[config.mk]
export PLATFORM = sky130hd
export DESIGN_NAME = clock_monitor_flat
export DESIGN_NICKNAME = d
export VERILOG_FILES = /design/src/rtl/clock_monitor_if.sv /design/src/rtl/clock_monitor.sv /design/src/flat_wrapper.sv
export SDC_FILE = /design/constraint.sdc
export NUM_CORES = 1
export LEC_CHECK = 0
export BUFFER_PORTS_ARGS = -buffer_cell sky130_fd_sc_hd__buf_2
export CORE_ASPECT_RATIO = 1.1
export CORE_UTILIZATION = 55
export DETAILED_ROUTE_END_ITERATION = 16
export GPL_ROUTABILITY_DRIVEN = 1
export PLACE_DENSITY = 0.85
export SYNTH_ARGS = -nofsm -noshare
export SYNTH_HDL_FRONTEND = slang
export SYNTH_SLANG_ARGS = --single-unit
[constraint.sdc]
create_clock -name clk -period 2.7 [get_ports clk]
set_clock_uncertainty 0.1 [all_clocks]
set_input_delay 0.135 -clock clk [delete_from_list [all_inputs] [get_ports clk]]
set_output_delay 0.135 -clock clk [all_outputs]
set_load 0.005 [all_outputs]
[src/rtl/clock_monitor_if.sv]
// Reference-domain control and result bundle of clock_monitor.
// The bench or host drives the master side; the monitor implements the slave side.
interface clock_monitor_if #(
    parameter int CNT_W = 16
);
    logic             enable;
    logic             clear_lost;
    logic [CNT_W-1:0] period_sum;
    logic [CNT_W-1:0] high_sum;
    logic             result_valid;
    logic             in_range;
    logic             clk_present;
    logic             clk_lost;

    modport master (
        output enable, clear_lost,
        input  period_sum, high_sum, result_valid, in_range, clk_present, clk_lost
    );

    modport slave (
        input  enable, clear_lost,
        output period_sum, high_sum, result_valid, in_range, clk_present, clk_lost
    );
endinterface

[src/rtl/clock_monitor.sv]
// Measures period and high time of mon_clk over NUM_PERIODS rises in the clk domain,
// with a range check on the period sum and a loss-of-clock timeout.
//   state   | meaning
//   IDLE    | monitor disabled, counters cleared
//   ARM     | waiting for the first rise of a window
//   MEASURE | window open, counting cycles, high cycles and rises
module clock_monitor #(
    parameter int SYNC_STAGES = 2,
    parameter int CNT_W       = 16,
    parameter int NUM_PERIODS = 8,
    parameter int TIMEOUT     = 1024,
    parameter int PERIOD_MIN  = 24,
    parameter int PERIOD_MAX  = 40
) (
    input  logic           clk,
    input  logic           rst_n,
    input  logic           mon_clk,
    clock_monitor_if.slave bus
);
    localparam int EDGE_W = $clog2(NUM_PERIODS) + 1;
    localparam int TO_W   = $clog2(TIMEOUT + 1);
    localparam logic [CNT_W-1:0]  CNT_MAX   = {CNT_W{1'b1}};
    localparam logic [EDGE_W-1:0] LAST_EDGE = EDGE_W'(NUM_PERIODS - 1);
    localparam logic [TO_W-1:0]   TO_LOAD   = TO_W'(TIMEOUT);
    localparam logic [TO_W-1:0]   TO_ONE    = TO_W'(1);

    typedef enum logic [1:0] {IDLE, ARM, MEASURE} state_t;

    state_t                 state_q, state_d;
    logic [SYNC_STAGES-1:0] sync_q;
    logic                   s, s_prev, rise;
    logic [CNT_W-1:0]       period_cnt, high_cnt;
    logic [EDGE_W-1:0]      edge_cnt;
    logic                   sat_q;
    logic [TO_W-1:0]        to_cnt;
    logic                   start_win, complete, measuring, fire;

    logic [CNT_W-1:0]       period_sum_q, high_sum_q;
    logic                   result_valid_q, in_range_q, clk_present_q, clk_lost_q;

    assign s    = sync_q[SYNC_STAGES-1];
    assign rise = s & ~s_prev;

    always_ff @(posedge clk or negedge rst_n) begin
        if (!rst_n) begin
            sync_q <= '0;
            s_prev <= 1'b0;
        end else begin
            sync_q <= {sync_q[SYNC_STAGES-2:0], mon_clk};
            s_prev <= s;
        end
    end

    always_ff @(posedge clk or negedge rst_n) begin
        if (!rst_n) state_q <= IDLE;
        else        state_q <= state_d;
    end

    // A completing rise both closes the window and opens the next one.
    always_comb begin
        state_d   = state_q;
        start_win = 1'b0;
        complete  = 1'b0;
        measuring = 1'b0;
        fire      = 1'b0;
        unique case (state_q)
            IDLE: begin
                if (bus.enable) state_d = ARM;
            end
            ARM: begin
                if (!bus.enable) begin
                    state_d = IDLE;
                end else if (rise) begin
                    start_win = 1'b1;
                    state_d   = MEASURE;
                end else if (to_cnt == TO_ONE) begin
                    fire = 1'b1;
                end
            end
            MEASURE: begin
                if (!bus.enable) begin
                    state_d = IDLE;
                end else if (rise && edge_cnt == LAST_EDGE) begin
                    complete  = 1'b1;
                    start_win = 1'b1;
                end else if (!rise && to_cnt == TO_ONE) begin
                    fire    = 1'b1;
                    state_d = ARM;
                end else begin
                    measuring = 1'b1;
                end
            end
            default: state_d = IDLE;
        endcase
    end

    always_ff @(posedge clk or negedge rst_n) begin
        if (!rst_n) begin
            period_cnt <= '0;
            high_cnt   <= '0;
            edge_cnt   <= '0;
            sat_q      <= 1'b0;
        end else if (start_win) begin
            period_cnt <= CNT_W'(1);
            high_cnt   <= CNT_W'(s);
            edge_cnt   <= '0;
            sat_q      <= 1'b0;
        end else if (measuring) begin
            if (period_cnt == CNT_MAX) sat_q <= 1'b1;
            else                       period_cnt <= period_cnt + CNT_W'(1);
            if (s) begin
                if (high_cnt == CNT_MAX) sat_q <= 1'b1;
                else                     high_cnt <= high_cnt + CNT_W'(1);
            end
            if (rise) edge_cnt <= edge_cnt + EDGE_W'(1);
        end else begin
            period_cnt <= '0;
            high_cnt   <= '0;
            edge_cnt   <= '0;
            sat_q      <= 1'b0;
        end
    end

    // Down-counter reloaded on every rise; terminal count 1 means TIMEOUT cycles elapsed.
    always_ff @(posedge clk or negedge rst_n) begin
        if (!rst_n) begin
            to_cnt <= '0;
        end else if (state_q == IDLE || !bus.enable || rise || fire) begin
            to_cnt <= TO_LOAD;
        end else if (to_cnt != '0) begin
            to_cnt <= to_cnt - TO_ONE;
        end
    end

    always_ff @(posedge clk or negedge rst_n) begin
        if (!rst_n) begin
            period_sum_q   <= '0;
            high_sum_q     <= '0;
            result_valid_q <= 1'b0;
            in_range_q     <= 1'b0;
            clk_present_q  <= 1'b0;
            clk_lost_q     <= 1'b0;
        end else begin
            result_valid_q <= complete;
            if (complete) begin
                period_sum_q <= period_cnt;
                high_sum_q   <= high_cnt;
                in_range_q   <= !sat_q && (int'(period_cnt) >= PERIOD_MIN)
                                       && (int'(period_cnt) <= PERIOD_MAX);
            end
            if (!bus.enable || fire)         clk_present_q <= 1'b0;
            else if (rise && state_q != IDLE) clk_present_q <= 1'b1;
            if (fire)                clk_lost_q <= 1'b1;
            else if (bus.clear_lost) clk_lost_q <= 1'b0;
        end
    end

    assign bus.period_sum   = period_sum_q;
    assign bus.high_sum     = high_sum_q;
    assign bus.result_valid = result_valid_q;
    assign bus.in_range     = in_range_q;
    assign bus.clk_present  = clk_present_q;
    assign bus.clk_lost     = clk_lost_q;
endmodule
[src/flat_wrapper.sv]
// flat-port wrapper written by rule: the top's interface ports become plain ports
module clock_monitor_flat 
#(
    parameter int SYNC_STAGES = 2,
    parameter int CNT_W       = 16,
    parameter int NUM_PERIODS = 8,
    parameter int TIMEOUT     = 1024,
    parameter int PERIOD_MIN  = 24,
    parameter int PERIOD_MAX  = 40
)
  (clk, rst_n, mon_clk, bus_enable, bus_clear_lost, bus_period_sum, bus_high_sum, bus_result_valid, bus_in_range, bus_clk_present, bus_clk_lost);
  clock_monitor_if #(.CNT_W(CNT_W)) bus_i ();
  input  logic clk;
  input  logic rst_n;
  input  logic mon_clk;
  input wire logic [$bits(bus_i.enable)-1:0] bus_enable;
  input wire logic [$bits(bus_i.clear_lost)-1:0] bus_clear_lost;
  output wire logic [$bits(bus_i.period_sum)-1:0] bus_period_sum;
  output wire logic [$bits(bus_i.high_sum)-1:0] bus_high_sum;
  output wire logic [$bits(bus_i.result_valid)-1:0] bus_result_valid;
  output wire logic [$bits(bus_i.in_range)-1:0] bus_in_range;
  output wire logic [$bits(bus_i.clk_present)-1:0] bus_clk_present;
  output wire logic [$bits(bus_i.clk_lost)-1:0] bus_clk_lost;
  assign bus_i.enable = bus_enable;
  assign bus_i.clear_lost = bus_clear_lost;
  assign bus_period_sum = bus_i.period_sum;
  assign bus_high_sum = bus_i.high_sum;
  assign bus_result_valid = bus_i.result_valid;
  assign bus_in_range = bus_i.in_range;
  assign bus_clk_present = bus_i.clk_present;
  assign bus_clk_lost = bus_i.clk_lost;
  clock_monitor #(.SYNC_STAGES(SYNC_STAGES), .CNT_W(CNT_W), .NUM_PERIODS(NUM_PERIODS), .TIMEOUT(TIMEOUT), .PERIOD_MIN(PERIOD_MIN), .PERIOD_MAX(PERIOD_MAX)) u_core (.clk(clk), .rst_n(rst_n), .mon_clk(mon_clk), .bus(bus_i));
endmodule
### After elaboration in Yosys (flattened, before gate mapping)

Index checks and enable logic that the tools add are counted.

| storage, ports and cells | value |
|---|---|
| memory bits (writable) | 0 |
| memories kept | 0 |
| input bits | 5 |
| memory bits (read-only) | 0 |
| word-level logic and storage cells | 101 |
| output and inout bits | 36 |
| latch bits | 0 |
| flip-flop bits (word level) | 89 |

| cells by class | value |
|---|---|
| add/sub/neg operators | 4 |
| shifts and indexed selects | 0 |
| equal/unequal tests | 14 |
| div/mod/pow operators | 0 |
| muxes and demuxes | 45 |
| multiply operators | 0 |
| order comparisons | 2 |
| reductions and logical operators | 20 |
| bitwise gates (word level) | 2 |

Operators with widths:

| cell | count |
|---|---|
| 2-to-1 mux 16 bit | 7 |
| adder 16 x 1 -> 16 bit (second input constant) | 2 |
| equality test 16 bit (second input constant) | 2 |
| 2-to-1 mux 1 bit | 24 |
| 2-to-1 mux 11 bit | 2 |
| greater-or-equal comparator 16 x 5 -> 1 bit (second input constant) | 1 |
| <= comparator 16 x 6 -> 1 bit (second input constant) | 1 |
| 2-to-1 mux 2 bit | 6 |
| 2-to-1 mux 4 bit | 3 |
| != test 3 x 2 -> 1 bit (second input constant) | 4 |
| equality test 11 x 1 -> 1 bit (second input constant) | 1 |
| nonzero test 11 bit | 1 |
| subtractor 11 x 1 -> 11 bit (second input constant) | 1 |
| nonzero test 2 bit | 4 |
| != test 3 x 1 -> 1 bit (second input constant) | 2 |
| one-hot mux 2 bit (3 select lines) | 1 |
| logical AND 1 bit | 5 |
| adder 4 x 1 -> 4 bit (second input constant) | 1 |
| equality test 4 x 3 -> 1 bit (second input constant) | 1 |
| logical OR 1 bit | 4 |
| one-hot mux 1 bit (2 select lines) | 2 |
| AND reduction 4 bit | 1 |
| logical NOT 1 bit | 3 |
| != test 3 bit (second input constant) | 1 |
| 7 further kinds | 7 |

### Logic depth before layout (Yosys ltp)

Gate-level depths: netlist (run 1).

| depth | value |
|---|---|
| word-level depth | 10 |
| mapped depth | 8 |
| gate-level depth less buffers | 7 |

### Least setup slack after synthesis (run 1)

OpenSTA, ideal clock, no wires.

| path | value |
|---|---|
| kind | register to register |
| from | register u_core.state_q[0] |
| to | register u_core.high_cnt[15] |
| arrival | 1.634 ns |
| data required time | 2.511 ns |
| period minus slack after synthesis | 1.823 ns |
| slack | 0.877 ns |
| path buffers | 1 |
| stages on the path, launching flop included | 8 |
| library setup time | 0.089 ns |
| path through | dfrtp_1 inv_1 ha_1 and4_1 a41oi_4 nand3_4 buf_6 a211oi_4 |

| between the ends | value |
|---|---|
| cells in the longest elaborated chain, start to end | 4 |
| elaborated cells between the ends (all ways) | 9 |
| those cells by class | eq/ne (4); mux (4); reduce/logical (1) |

RTL lines:

| item | line | text |
|---|---|---|
| from (decl) | clock_monitor.sv:29 | `state_t state_q, state_d;` |
| from (signal assigned) | clock_monitor.sv:56 | `else state_q <= state_d;` |
| equality test 2 bit or equality test 2 x 1 -> 1 bit (tied branches) | clock_monitor.sv:66 | `unique case (state_q)` |
| one-hot mux 1 bit (2 select lines) or 2-to-1 mux 1 bit (tied branches) | clock_monitor.sv:66 |  |
| != test 3 x 1 -> 1 bit (no source line), or another cell as far along | - |  |
| AND reduction 2 bit (no source line) or 2-to-1 mux 16 bit (tied branches) | - |  |
| to (signal assigned) | clock_monitor.sv:105 | `high_cnt <= CNT_W'(s);` |
| to (signal assigned) | clock_monitor.sv:113 | `else high_cnt <= high_cnt + CNT_W'(1);` |
| to (decl) | clock_monitor.sv:32 | `logic [CNT_W-1:0] period_cnt, high_cnt;` |

Several ways; a longest one is shown, not always the timed one.
A chain may end at the register's enable or synchronous reset.

### Worst setup path in the final report (run 1)

| path | value |
|---|---|
| from | register u_core.state_q[1] |
| to | register u_core.high_cnt[7] |

Same word-level chain as after synthesis.

==> out/summary.txt, run 1 <==
status: completed
Netlist cell types: 52
Worst-Skew Late Latency: 350 ps
Setup violations, final: 0
Fmax: 433 MHz
multiplexer area fraction after synthesis: 0.0943
Hold Vio Cnt, Final: 0
core area: 7560 µm²
CP endpoint kind: register
met2 Use GR: 0.338
global-route wire length before repair: 13,200 µm
Detailed Route WL: 7650 µm
Tmin final: 2310 ps
chip height: 95.5 µm
largest net degree at the start of global routing: 42
number of synthesized flops with an enable pin: 0
Synth Net Count: 397
required time of the critical path: 2840 ps
Synth Area per Inst: 11.5 µm²
worst-margin pin slew: 580 ps
GRT Total Usage: 0.207
startpoint types: register
Post-synth ARST share: 1.00
Final ANT Viol Nets: 0
setup ws final: 390 ps
post-DR wirelength/cell: 14.3 µm
I/O Pins: 41
area share of and/or/nand/nor cells after synthesis: 0.193
setup tns final: 0 ps
CP arrival: 2450 ps
Worst-path clk slew: 80 ps
top_reg_cell synth: dfrtp_1
main combinational cell family by area after synthesis: simple AND/OR/NAND/NOR gates
fin area: 4870 µm²
clock sinks: 89
Final period util: 0.856
dpl ws: 388 ps
share of layout cells above drive strength 1: 0.238
CTS tree: built
PortBufs: 40
sequential-to-total area share from yosys stat: 0.510
post-CTS sizing: 0
initial core utilization: 0.578
Rel. slew slack: 0.613
initial antenna violation count: 0
area delta synth->final: 11.4%
DR DRC count: 0
TritonCTS buffer count: 9
DP Cell Count: 515
vias in the first global route: 2,841
fin cells: 534
nets: 440
max-slew violation count: 0
DR pass1 iterations: 4
row cnt: 33
unrepaired setup endpoints after global routing: no
vias per cell: 5.54
power density cells: 658 nW/µm²
Clock Root Buffer: clkbuf_8
largest vdd supply drop: 402 µV
largest fanout on the critical path: 33
Netlist Area Pre-Place: 4370 µm²
most common cell after layout, fill and taps aside: dfrtp_1
clk buf depth: 2
total grt overflow: 0
1st-iter DRT viols: 91
ant diodes: 0
via count: 2,956
CTS H-tree depth: 3
max-cap violation count: 0
gr busiest metal: met2
# Post-CTS Setup Buffers: 0
XOR/XNOR share of the synthesized area: 0.0642
number of synthesized register bits: 89
Adder-Cell Fraction of Synth Area: 0.0315
Post-Synthesis Cells: 381
Die W: 87.0 µm
RePlAce Congestion: 0.803
Total Power: 3.20 mW
P_leak: 2.34 nW
worst hold path type: input port to register
met1 usage: 0.269
met3 Use GR: 0.0329
DP HPWL: 5280 µm
Synth Area in Compound Gates: 0.0708
critical path class: register to register
Synth Warn #: 0
Die ar.: 8300 µm²
DP Area: 4620 µm²
commonest cells after routing, fill and taps aside: dfrtp_1, nor2_1, buf_2
[timing repair]
item | CTS | global route
hold endpoints to repair | 41 | 0
hold buffers | 3 | 0
endpoints found under the setup margin | 0 | 0
[per-stage QoR]
stage / utilization / hold slack (ps)
2_1_floorplan: - / -261
3_3_place_gp: 0.611 / 48.1
3_5_place_dp: 0.611 / 52.0
4_1_cts: 0.644 / 35.9
5_1_grt: 0.644 / 53.3
6_report: 0.644 / 45.7
[cells in the mapped netlist (3+ instances only)]
cell type  instances  area (µm²)
a311oi_1           3        26.3
nor3b_1            3        22.5
xor2_1            19         166
buf_6              6        67.6
a21oi_1            8        40.0
nor4_1             5        31.3
a211oi_1           4        30.0
inv_1             11        41.3
xnor2_1           13         114
mux2_2            29         327
o21ai_0           10        50.1
buf_2              5        25.0
and3_1            12        75.1
nand2_1           20        75.1
nand4_1           11        68.8
nand3_1           13        65.1
or3_1              4        25.0
dfrtp_1           89        2230
and4_1             8        70.1
o211ai_1           3        22.5
mux2i_1            4        40.0
ha_1              11         138
mux2_1             4        45.0
nand2b_1           4        25.0
nor2_1            43         161
nor3_1             7        35.0
[power breakdown]
group          total (mW)  switching, mW  internal (mW)
Clock               0.991          0.446          0.545
Sequential           1.51          0.101           1.41
Combinational       0.697          0.383          0.313
Total                3.20          0.930           2.27
[worst max-delay path: stages (launching register included)]
cell and delay, ps:
dfrtp_1 410, inv_1 90, ha_1 360, and4_1 230, a41oi_4 230, nand3_4 390
a311oi_1 370
[cell families after synthesis]
logic type      Yosys count
simple gates            146
xor+xnor                 32
compound gates           40
flops                    89
buf+inv                  26
mux                      37
fa+ha+maj                11
[final timing paths]
kind	startpoint	endpoint	slack (ps)	cells past startpoint
max in group asynchronous	rst_n	u_core.bus.period_sum[4]	1580	3
min	bus_enable	u_core.bus.clk_present	50	3
min in group asynchronous	rst_n	u_core.to_cnt[0]	200	2
max reg2reg	u_core.state_q[1]	u_core.high_cnt[7]	390	6
min reg2reg	u_core.sync_q[0]	u_core.sync_q[1]	250	0
max	u_core.state_q[1]	u_core.high_cnt[7]	390	6
[area by class of cell]
type                            instances  area, µm²
Clock buffer                           11        141
Clock inverter                          5       78.8
Fill cell                             576       2690
Inverter                               11       41.3
Multi-Input combinational cell        266       1980
Sequential cell                        89       2230
Tap cell                              105        131
Timing Repair Buffer                   47        263
[per-layer routing]
layer / share of wire / vias up
li1: - / 1440
met1: 0.47 / 1449
met2: 0.48 / 54
met3: 0.028 / 13
met4: 0.023 / 0
met5: 0 / -
[state kept, by name, summed over array words and instances, names as in the netlist, 2 cells and up]
name / flops
u_core.bus.high_sum: 16
u_core.bus.period_sum: 16
u_core.high_cnt: 16
u_core.period_cnt: 16
u_core.to_cnt: 11
u_core.edge_cnt: 4
u_core.state_q: 2
u_core.sync_q: 2
(Power assumes the default switching activity.)
==> run 2: changes to the inputs <==
- CORE_ASPECT_RATIO: 1.1 -> default
==> run 2 against run 1 <==
Against the previous run:
- first-iteration DRC count rose by 99%
- non-clock buffer count rose by 1
- final cell count fell by 0.37%
- wire length rose by 7.3%
- worst setup slack got worse by 15 ps
- utilization fell by 1.1 points
- die area barely moved
- sequential power barely moved
- critical path depth did not move
- largest power group unchanged
==> out/summary.txt, run 2 (synthesized netlist as in run 1, its figures left out) <==
status: completed
largest net degree at the start of global routing: 55
Final period util: 0.861
DP Area: 4610 µm²
Critical-path top delay cell: dfrtp_1
Die ar.: 8300 µm²
nets: 441
vias per cell: 5.70
row cnt: 32
unrepaired setup endpoints after global routing: no
DP HPWL: 5490 µm
RR Endpoint: u_core.high_cnt[7]
1st-iter DRT viols: 181
Detailed Route WL: 8200 µm
CP endpoint kind: register
CP max stage delay: 400 ps
core area: 7690 µm²
Fmax: 430 MHz
largest vdd supply drop: 569 µV
Hold Vio Cnt, Final: 0
most common cell after layout, fill and taps aside: dfrtp_1
Tmin final: 2330 ps
fin area: 4860 µm²
share of layout cells above drive strength 1: 0.240
max-cap violation count: 0
power density cells: 661 nW/µm²
worst-margin pin slew: 668 ps
GRT Total Usage: 0.220
Metal-1 WL: 3620 µm
global-route wire length before repair: 14,400 µm
CP Depth: 6
max-slew violation count: 0
worst hold path type: input port to asynchronous set/reset pin
Core Util, Final: 0.633
TritonCTS buffer count: 9
DR pass1 iterations: 5
vias in the first global route: 3,019
CTS tree: built
initial core utilization: 0.568
largest fanout on the critical path: 33
Clock Root Buffer: clkbuf_8
Top delay family on crit path: simple AND/OR/NAND/NOR gates
required time of the critical path: 2880 ps
Die W: 91.1 µm
R2R setup slack: 370 ps
setup ws final: 375 ps
Final ANT Viol Nets: 0
crit-path cells: inv_1 > ha_1 > and4_1 > a41oi_4 > nand3_4 > a311oi_1
Hold Buf Count CTS: 4
setup tns final: 0 ps
# Post-CTS Setup Buffers: 0
area delta synth->final: 11.4%
CP endpoint: u_core.high_cnt[7]
chip height: 91.1 µm
clk buf depth: 2
Worst-Skew Late Latency: 380 ps
Worst-path clk slew: 100 ps
DR DRC count: 0
Critical path origin: u_core.state_q[0]
dpl ws: 416 ps
CTS H-tree depth: 3
Fin Hold WS: 229 ps
worst reg2reg path depth: 6
Rel. slew slack: 0.554
ant diodes: 0
top routing layer in use: met4
Total Power: 3.21 mW
initial antenna violation count: 0
via count: 3,030
P_leak: 2.33 nW
Setup violations, final: 0
commonest cells after routing, fill and taps aside: dfrtp_1, nor2_1, buf_2
total grt overflow: 0
worst reg2reg path startpoint: u_core.state_q[0]
CP arrival: 2500 ps
post-DR wirelength/cell: 15.4 µm
critical path class: register to register
fin cells: 532
post-CTS sizing: 0
PortBufs: 40
startpoint types: register
I/O Pins: 41
met3 wire len: 238 µm
RePlAce Congestion: 0.815
met2 routed WL: 4150 µm
buffers and inverters on the worst path: 1
DP Cell Count: 512
clock sinks: 89
[run 2: layout make-up]
cell class	count	area, µm²
timing repair buffer	48	273
fill	603	2820
sequential	89	2230
multi-input combinational	266	1980
clock inverter	6	75.1
inverter	11	41.3
tap	102	128
clock buffer	10	138
[run 2: how the worst min path moves through the flow]
| stage | startpoint | to | slack [ps] | depth (start not counted) |
|---|---|---|---|---|
| after detailed placement | rst_n | u_core.bus.period_sum[9] | 120 | 1 |
| after floorplan | rst_n | u_core.bus.clk_lost | -260 | 0 |
| after global placement | rst_n | u_core.bus.period_sum[6] | 110 | 1 |
| after global routing | u_core.sync_q[0] | u_core.sync_q[1] | 260 | 0 |
| after CTS | rst_n | u_core.period_cnt[14] | 260 | 2 |
| final | rst_n | u_core.bus.period_sum[4] | 230 | 2 |
[run 2: power breakdown]
part | switching, mW | internal [mW]
clock network | 0.519 | 0.466
logic | 0.399 | 0.316
registers | 0.101 | 1.41
total | 1.02 | 2.20
[run 2: metal layers]
| layer | GRT usage | vias up |
|---|---|---|
| met5 | 0 | - |
| met2 | 0.359 | 57 |
| li1 | - | 1446 |
| met1 | 0.290 | 1511 |
| met4 | 0.101 | 0 |
| met3 | 0.0335 | 16 |
==> run 3: changes to the inputs <==
- CORE_UTILIZATION: 55 -> 50
- GPL_ROUTABILITY_DRIVEN: 1 -> 0
- PLACE_DENSITY: 0.85 -> 0.79
==> run 3 against run 2 <==
Against the previous run:
- sequential share of layout area is 0.071 points higher
- combinational power hardly changed
- wire length is 5.9% lower
- critical path depth stayed put
- final area is 0.15% lower
- largest power group unchanged
- sequential power hardly changed
- highest routed layer unchanged
- non-clock buffer count is 1 lower
- largest cell class unchanged
- clock power is 3.2% lower
- register-to-register slack better by 60 ps
- global-route usage is 3.1 points lower
- total power is 1.0% lower
- die area is 9.8% higher
==> out/summary.txt, run 3 (synthesized netlist as in run 1, its figures left out) <==
critical path class: register to register
max-slew violation count: 0
commonest cells after routing, fill and taps aside: dfrtp_1, nor2_1, buf_2
row cnt: 33
clock sinks: 89
FF+latch area: 2230 µm²
DR DRC count: 0
power density cells: 655 nW/µm²
largest vdd supply drop: 472 µV
met2 Use GR: 0.302
max-cap violation count: 0
chip height: 95.5 µm
fillers: 693
Worst-Skew Late Latency: 360 ps
worst reg2reg path startpoint: u_core.state_q[0]
initial antenna violation count: 0
share of layout cells above drive strength 1: 0.240
clk buf depth: 2
Tmin final: 2270 ps
Die W: 95.5 µm
Final period util: 0.840
Critical-path top delay cell: dfrtp_1
worst hold path type: input port to register
Multi-input gate area: 1980 µm²
initial core utilization: 0.524
Die ar.: 9110 µm²
core area: 8340 µm²
CP endpoint: u_core.high_cnt[7]
Final ANT Viol Nets: 0
post-CTS sizing: 0
worst reg2reg path depth: 6
global-route wire length before repair: 13,300 µm
Total Power: 3.18 mW
total grt overflow: 0
CTS tree: built
status: completed
R2R setup slack: 430 ps
TritonCTS buffer count: 9
met3 Use GR: 0.0367
post-DR wirelength/cell: 14.5 µm
Clock Root Buffer: clkbuf_8
met1 usage: 0.253
P_leak: 2.32 nW
via count: 2,948
Hold Vio Cnt, Final: 0
Setup violations, final: 0
PortBufs: 40
CP max stage delay: 390 ps
DR pass1 iterations: 4
CP arrival: 2420 ps
CP endpoint kind: register
GRT Total Usage: 0.189
Critical path origin: u_core.state_q[0]
Worst-path clk slew: 90 ps
Hold Crit Start: bus_enable
Rel. slew slack: 0.523
crit-path cells: inv_1 > ha_1 > and4_1 > a41oi_4 > nand3_4 > a311oi_1
vias in the first global route: 2,880
vias per cell: 5.52
gr busiest metal: met2
DP HPWL: 5320 µm
largest fanout on the critical path: 33
most common cell after layout, fill and taps aside: dfrtp_1
largest net degree at the start of global routing: 59
Detailed Route WL: 7720 µm
required time of the critical path: 2850 ps
setup tns final: 0 ps
RR Endpoint: u_core.high_cnt[7]
ant diodes: 0
startpoint types: register
worst-margin pin slew: 715 ps
area delta synth->final: 11.2%
I/O Pins: 41
Fmax: 441 MHz
unrepaired setup endpoints after global routing: no
nets: 440
1st-iter DRT viols: 179
CTS H-tree depth: 3
run 3: critical path: cells and delay by family, from the launching register on:
family / cells / cell delay, ps
and+or+nand+nor: 2 / 620
DFF: 1 / 390
AOI/OAI and AO/OA: 2 / 590
adders and majority gates: 1 / 380
buffers and inverters: 1 / 80
run 3: how the worst min path moves through the flow:
| stage | endpoint | cells after the start |
|---|---|---|
| final | u_core.bus.clk_present | 3 |
| after global routing | u_core.bus.clk_present | 3 |
| after CTS | u_core.bus.clk_present | 3 |
| after detailed placement | u_core.bus.period_sum[7] | 1 |
| after global placement | u_core.bus.period_sum[6] | 1 |
| after floorplan | u_core.bus.clk_lost | 0 |
run 3: routing by layer:
| metal | share of wire | up-vias |
|---|---|---|
| met5 | 0 | - |
| met4 | 0.012 | 0 |
| met3 | 0.029 | 10 |
| met2 | 0.46 | 54 |
| met1 | 0.50 | 1445 |
| li1 | - | 1439 |
run 3: report_power, final:
| group | switching [mW] | internal [mW] | total (mW) |
|---|---|---|---|
| Combinational | 0.398 | 0.315 | 0.713 |
| Clock | 0.489 | 0.464 | 0.953 |
| Sequential | 0.101 | 1.41 | 1.51 |
run 3: timing repair:
item,4_1_cts,5_1_grt
buffers inserted,0,0
endpoints found under the setup margin,0,0
hold buffers,3,0
endpoints found under the hold margin,58,0
run 3: area by class of cell:
class | count | area share
Clock buffer | 10 | 0.0283
Clock inverter | 6 | 0.0152
Inverter | 11 | 0.00850
Multi-Input combinational cell | 266 | 0.408
Sequential cell | 89 | 0.459
Tap cell | 105 | 0.0270
Timing Repair Buffer | 47 | 0.0541
run 3: stage by stage:
| stage | setup slack (ps) | std cells | util | area, µm² | hold WS (ps) |
|---|---|---|---|---|---|
| floorplan | 877 | 381 | - | 4370 | -261 |
| global placement | 532 | 515 | 0.553 | 4620 | 132 |
| detailed placement | 457 | 515 | 0.553 | 4620 | 144 |
| CTS | 449 | 534 | 0.582 | 4860 | 12.3 |
| global route | 305 | 534 | 0.582 | 4860 | 32.9 |
| finish | 432 | 534 | 0.582 | 4860 | 23.0 |
